==> config.mk <==
export PLATFORM = sky130hd
export DESIGN_NAME = mult_controller
export DESIGN_NICKNAME = d
export VERILOG_FILES = /design/src/rtl/mult_controller_pkg.sv /design/src/rtl/mult_shift_add.sv /design/src/rtl/mult_controller.sv
export SDC_FILE = /design/constraint.sdc
export NUM_CORES = 1
export LEC_CHECK = 0
export ABC_CLOCK_PERIOD_IN_PS = 7770
export BUFFER_PORTS_ARGS = -buffer_cell sky130_fd_sc_hd__buf_2
export CELL_PAD_IN_SITES_DETAIL_PLACEMENT = 0
export CELL_PAD_IN_SITES_GLOBAL_PLACEMENT = 1
export CORE_MARGIN = 2
export CORE_UTILIZATION = 30
export CTS_CLUSTER_DIAMETER = 150
export CTS_CLUSTER_SIZE = 8
export DETAILED_ROUTE_END_ITERATION = 7
export PLACE_DENSITY_LB_ADDON = 0.05
export SETUP_SLACK_MARGIN = 0.05
export SLEW_MARGIN = 0
export SYNTH_ARGS = -nofsm -noshare
export SYNTH_HDL_FRONTEND = slang
export SYNTH_HIERARCHICAL = 1
export SYNTH_SLANG_ARGS = --single-unit
==> constraint.sdc <==
create_clock -name clk -period 7.77 [get_ports clk]
set_input_delay 0.3885 -clock clk [delete_from_list [all_inputs] [get_ports clk]]
set_output_delay 0.3885 -clock clk [all_outputs]
set_load 0.05 [all_outputs]
==> src/rtl/mult_controller_pkg.sv <==
// Shared CPU encodings: ALU op, result-select and multiplier FSM states.
// Ports: none (package). Default multiplier operand width lives here as well
// so decode, datapath and the multiplier agree on one value.
package mult_controller_pkg;

  localparam int MULT_WIDTH = 32;

  // Multiplier sequencing: IDLE waits for a request, RUN does one
  // shift-add step per cycle, FIX applies the sign and writes hi/lo.
  typedef enum logic [1:0] {
    MULT_IDLE = 2'd0,
    MULT_RUN  = 2'd1,
    MULT_FIX  = 2'd2
  } mult_state_e;

  typedef enum logic [3:0] {
    ALU_ADD  = 4'd0,
    ALU_SUB  = 4'd1,
    ALU_AND  = 4'd2,
    ALU_OR   = 4'd3,
    ALU_XOR  = 4'd4,
    ALU_NOR  = 4'd5,
    ALU_SLT  = 4'd6,
    ALU_SLTU = 4'd7
  } alu_op_e;

  typedef enum logic [1:0] {
    OUT_ALU   = 2'd0,
    OUT_SHIFT = 2'd1,
    OUT_HI    = 2'd2,
    OUT_LO    = 2'd3
  } out_select_e;

endpackage

==> src/rtl/mult_shift_add.sv <==
// One radix-2 shift-add multiply step, purely combinational.
// Ports: acc_in/acc_out = 2*WIDTH partial product, mcand = multiplicand,
// add_en = current multiplier LSB (add mcand into the upper half first).
module mult_shift_add #(
  parameter int WIDTH = 32
) (
  input  logic [2*WIDTH-1:0] acc_in,
  input  logic [WIDTH-1:0]   mcand,
  input  logic               add_en,
  output logic [2*WIDTH-1:0] acc_out
);

  logic [WIDTH:0]   upper_sum;
  logic [2*WIDTH:0] wide;

  always_comb begin
    upper_sum = {1'b0, acc_in[2*WIDTH-1:WIDTH]};
    if (add_en) begin
      upper_sum = upper_sum + {1'b0, mcand};
    end
    // The carry out of the upper add becomes the new MSB after the shift.
    wide    = {upper_sum, acc_in[WIDTH-1:0]};
    acc_out = (2*WIDTH)'(wide >> 1);
  end

endmodule

==> src/rtl/mult_controller.sv <==
// Multi-cycle hi/lo multiplier for mult/multu: WIDTH RUN cycles + 1 FIX cycle.
// Ports: start_mult/mult_sign/srca/srcb request, rd_hilo/flush from the pipe,
// busy/stall/done status, hi/lo registered product words.
module mult_controller
  import mult_controller_pkg::*;
#(
  parameter int WIDTH = MULT_WIDTH
) (
  input  logic             clk,
  input  logic             reset,
  input  logic             start_mult,
  input  logic             mult_sign,
  input  logic [WIDTH-1:0] srca,
  input  logic [WIDTH-1:0] srcb,
  input  logic             rd_hilo,
  input  logic             flush,
  output logic             busy,
  output logic             stall,
  output logic             done,
  output logic [WIDTH-1:0] hi,
  output logic [WIDTH-1:0] lo
);

  localparam int CW = (WIDTH > 2) ? $clog2(WIDTH) : 1;

  mult_state_e        state_q, state_d;
  logic [WIDTH-1:0]   mcand_q, mcand_d;
  logic [WIDTH-1:0]   mplr_q, mplr_d;
  logic [2*WIDTH-1:0] acc_q, acc_d;
  logic [CW-1:0]      cnt_q, cnt_d;
  logic               neg_q, neg_d;
  logic               busy_q, busy_d;
  logic               done_q, done_d;
  logic [WIDTH-1:0]   hi_q, hi_d;
  logic [WIDTH-1:0]   lo_q, lo_d;

  logic [2*WIDTH-1:0] step_acc;
  logic [WIDTH-1:0]   mag_a, mag_b;
  logic [2*WIDTH-1:0] fixed;

  mult_shift_add #(.WIDTH(WIDTH)) u_step (
    .acc_in  (acc_q),
    .mcand   (mcand_q),
    .add_en  (mplr_q[0]),
    .acc_out (step_acc)
  );

  always_comb begin
    // Signed operands are multiplied as magnitudes; the most-negative value
    // negates to itself, which is the correct unsigned magnitude.
    mag_a = (mult_sign && srca[WIDTH-1]) ? -srca : srca;
    mag_b = (mult_sign && srcb[WIDTH-1]) ? -srcb : srcb;
    fixed = neg_q ? -acc_q : acc_q;

    state_d = state_q;
    mcand_d = mcand_q;
    mplr_d  = mplr_q;
    acc_d   = acc_q;
    cnt_d   = cnt_q;
    neg_d   = neg_q;
    busy_d  = busy_q;
    done_d  = 1'b0;
    hi_d    = hi_q;
    lo_d    = lo_q;

    unique case (state_q)
      MULT_IDLE: begin
        // flush beats a same-cycle start request.
        if (start_mult && !flush) begin
          mcand_d = mag_a;
          mplr_d  = mag_b;
          neg_d   = mult_sign & (srca[WIDTH-1] ^ srcb[WIDTH-1]);
          acc_d   = '0;
          cnt_d   = CW'(WIDTH - 1);
          state_d = MULT_RUN;
          busy_d  = 1'b1;
        end
      end
      MULT_RUN: begin
        if (flush) begin
          state_d = MULT_IDLE;
          busy_d  = 1'b0;
        end else begin
          acc_d  = step_acc;
          mplr_d = mplr_q >> 1;
          if (cnt_q == '0) begin
            state_d = MULT_FIX;
          end else begin
            cnt_d = cnt_q - CW'(1);
          end
        end
      end
      MULT_FIX: begin
        if (flush) begin
          state_d = MULT_IDLE;
          busy_d  = 1'b0;
        end else begin
          {hi_d, lo_d} = fixed;
          state_d      = MULT_IDLE;
          busy_d       = 1'b0;
          done_d       = 1'b1;
        end
      end
      default: begin
        state_d = MULT_IDLE;
        busy_d  = 1'b0;
      end
    endcase
  end

  always_ff @(posedge clk or negedge reset) begin
    if (!reset) begin
      state_q <= MULT_IDLE;
      mcand_q <= '0;
      mplr_q  <= '0;
      acc_q   <= '0;
      cnt_q   <= '0;
      neg_q   <= 1'b0;
      busy_q  <= 1'b0;
      done_q  <= 1'b0;
      hi_q    <= '0;
      lo_q    <= '0;
    end else begin
      state_q <= state_d;
      mcand_q <= mcand_d;
      mplr_q  <= mplr_d;
      acc_q   <= acc_d;
      cnt_q   <= cnt_d;
      neg_q   <= neg_d;
      busy_q  <= busy_d;
      done_q  <= done_d;
      hi_q    <= hi_d;
      lo_q    <= lo_d;
    end
  end

  assign busy  = busy_q;
  assign done  = done_q;
  assign hi    = hi_q;
  assign lo    = lo_q;
  // Freeze decode while a hi/lo read would see a stale or pending result.
  assign stall = rd_hilo & (busy_q | start_mult);

endmodule

==> reports/metrics.csv <==
metric;value;unit
Mean Syn Cell Area;8.284;sq um
hold crit path type;in -> reg;
most frequent cells in the layout;306 x nand2_1, 201 x dfrtp_1, 163 x o21ai_0;
#FFs+latches synth;202;
clk_skew;0.01519;ns
Sw Pwr;1387;uW
I/O Pins;137;
count of cell types in the netlist;76;
Clk pwr share;30.4;%
global-route wire length before repair;62930;microns
Die ar.;0.04540;sq mm
Worst-path clk slew;0.06;ns
sequential power share;36.3;%
fmax;339.7;MHz
Routed Antenna Nets;0;
CP Buf/Inv Count;0;
Pwr Density;246.8;mW/mm^2
vias;11250;
CP max FO;8;
commonest non-fill, non-tap cell in the layout;nand2_1;
DR WL/cell;17.49;microns
pin count of the biggest net entering global routing;101;
Total GRT Usage;17.33;%
Leakage;0.006877;uW
clk buf depth;3;
critical path arrival;3.38;ns
Hold Vio Cnt, Final;0;
routability cong.;0.8309;
syn_nets;1690;
vias in the first global route;10910;
CP endpoint kind;register;
hold_buf cts;1;
post-CTS resize count;0;
CP startpoint kind;register;
Data required, critical path;8.21;ns
TritonCTS clock tree;done;
H-tree levels;1;
Starting Density;30.44;%
Slew @ Worst Pin;1.112;ns
gr ovfl total;0;
vias per inst;5.047;
CTS Sinks;202;
Die Span Y;213.1;microns
layout cells sized above 1;14.05;%
width of the die;213.1;microns
cells after synthesis;1583;
Final Setup Violations;0;
Comb power frac;33.4;%
fin. max-slew vios;0;
Async SR Flop Fraction;100.0;%
Top FF cell, synth;dfrtp_1;
core area;0.04308;sq mm
total CTS buffers;29;
Final #Nets;1750;
Top Family by Delay on Critical Path;compound AO/OA/AOI/OAI gates;
dpl hpwl;27770;microns
Seq/Total Area, Yosys;38.55;%
I/O Buffers;136;
TritonRoute pass-1 iters;5;
Residual DRC;0;
Syn. warnings;6;
internal power;2275;uW
Post-Syn Area;0.01311;sq mm
Diodes inserted;0;
CP max-delay cell;dfrtp_1;
final period utilization;37.89;%
CP Cell Sequence;ha_1 > fa_1 > a21o_1 > a221oi_4 > a211oi_2 > a211o_4 > xor2_1 > mux2_4 > nand3_1 > nand2_1;
drt first-iter violations;755;
post-layout minimum cycle time;2.944;ns
MaxCap Viol Count;0;
post-layout util;34.45;%
CTS Root Cell;clkbuf_16;
postcts setup bufs;0;
Slew headroom;25.89;%
TNS Setup;0;ns
Area Growth Syn to Fin;13.16;%
kind of critical path;reg -> reg;
status;finished clean;
RSZ-0062 raised after global routing;no;
worst-skew pair later-pin latency;0.56;ns
VDD IR max;151.1;uV
Row Count;76;
wirelength, routed;38990;microns
Sw Share;37.87;%
initial antenna violation count;0;
Crit path largest cell delay;0.46;ns
Post-synth EDFFs;0;
[synthesized netlist by cell type (19+ instances only)]
| library cell | number | area share [%] |
|---|---|---|
| nand3_1 | 85 | 3.2 |
| nor3_1 | 23 | 0.88 |
| or4_1 | 20 | 1.1 |
| xnor2_1 | 52 | 3.5 |
| a21oi_1 | 97 | 3.7 |
| nor2_1 | 89 | 2.5 |
| ha_1 | 36 | 3.4 |
| buf_4 | 31 | 1.8 |
| o41ai_1 | 20 | 1.3 |
| inv_1 | 20 | 0.57 |
| or3_1 | 19 | 0.91 |
| nand2_1 | 308 | 8.8 |
| dfrtp_1 | 202 | 39 |
| xor2_1 | 88 | 5.9 |
| o21ai_0 | 164 | 6.3 |
| o31ai_1 | 28 | 1.6 |
| nand4_1 | 20 | 0.95 |
| clkbuf_1 | 82 | 2.3 |
| nor4_1 | 23 | 1.1 |
[layer usage]
layer / GRT usage, % / vias up / part of all wire, %
met4: 3.979 / 0 / 1.7
met3: 1.853 / 42 / 3.5
li1: - / 5681 / -
met5: 0 / - / 0
met1: 26.36 / 5324 / 52
met2: 26.13 / 202 / 43
[cells by family after synthesis]
kind of cell | count (synthesis) | synth area share (%)
and+or+nand+nor | 647 | 23.31
AOI/OAI and AO/OA | 396 | 18.39
DFF | 202 | 38.55
xor gates and xnor gates | 140 | 9.350
buffers and inverters | 140 | 5.038
adders and majority gates | 37 | 3.587
muxes | 21 | 1.784
[stage by stage]
step / instance area, sq um / std cells / hold WS (ns) / setup WS (ns) / total power (uW)
final: 14840 / 2229 / 0.1396 / 4.826 / 3662
after global routing: 14840 / 2229 / 0.1258 / 4.572 / 3925
after CTS: 14840 / 2229 / 0.1109 / 4.781 / 3718
after detailed placement: 14080 / 2196 / 0.4498 / 4.811 / 2569
after global placement: 14080 / 2196 / 0.4439 / 4.824 / 2575
after floorplan: 13110 / 1583 / 0.09291 / 5.058 / 2192
[sequential cells by signal (all words and copies together), names as in the netlist]
| register | cells |
|---|---|
| acc_q | 64 |
| busy | 1 |
| mcand_q | 32 |
| mplr_q | 32 |
| lo | 32 |
| hi | 32 |
| done | 1 |
| neg_q | 1 |
| cnt_q | 5 |
| state_q | 2 |
[worst register-to-register path: stages (launching register included)]
cell,delay [ns]
dfrtp_1,0.46
ha_1,0.28
fa_1,0.41
a21o_1,0.23
a221oi_4,0.38
a211oi_2,0.16
a211o_4,0.38
xor2_1,0.15
mux2_4,0.25
nand3_1,0.06
nand2_1,0.07
[cell type report]
cell class	instances	area, sq um
inverter	20	75.07
multi-input combinational	1241	7440
sequential	202	5056
clock buffer	30	729.5
clock inverter	2	17.52
fill	4581	28240
tap	585	732.0
timing repair buffer	149	789.5
[worst paths after layout]
path | from | end | slack, ns | cells after the start
max reg2reg | acc_q[32]$_DFFE_PN0P_ | acc_q[45]$_DFFE_PN0P_ | 4.83 | 10
min | srcb[0] | mplr_q[0]$_DFFE_PN0P_ | 0.14 | 3
min reg2reg | cnt_q[4]$_DFFE_PN0P_ | state_q[1]$_DFFE_PN0P_ | 0.46 | 1
min in group asynchronous | reset | lo[25]$_DFFE_PN0P_ | 0.51 | 2
max in group asynchronous | reset | neg_q$_DFFE_PN0P_ | 5.94 | 3
max | acc_q[32]$_DFFE_PN0P_ | acc_q[45]$_DFFE_PN0P_ | 4.83 | 10
[power groups by stage]
stage          combinational, uW  sequential [uW]  clock (uW)
3_5_place_dp                1220             1350           0
2_1_floorplan                898             1290           0
3_3_place_gp                1230             1340           0
4_1_cts                     1230             1330        1160
5_1_grt                     1380             1350        1200
6_report                    1220             1330        1110
(Power assumes the default switching activity.)
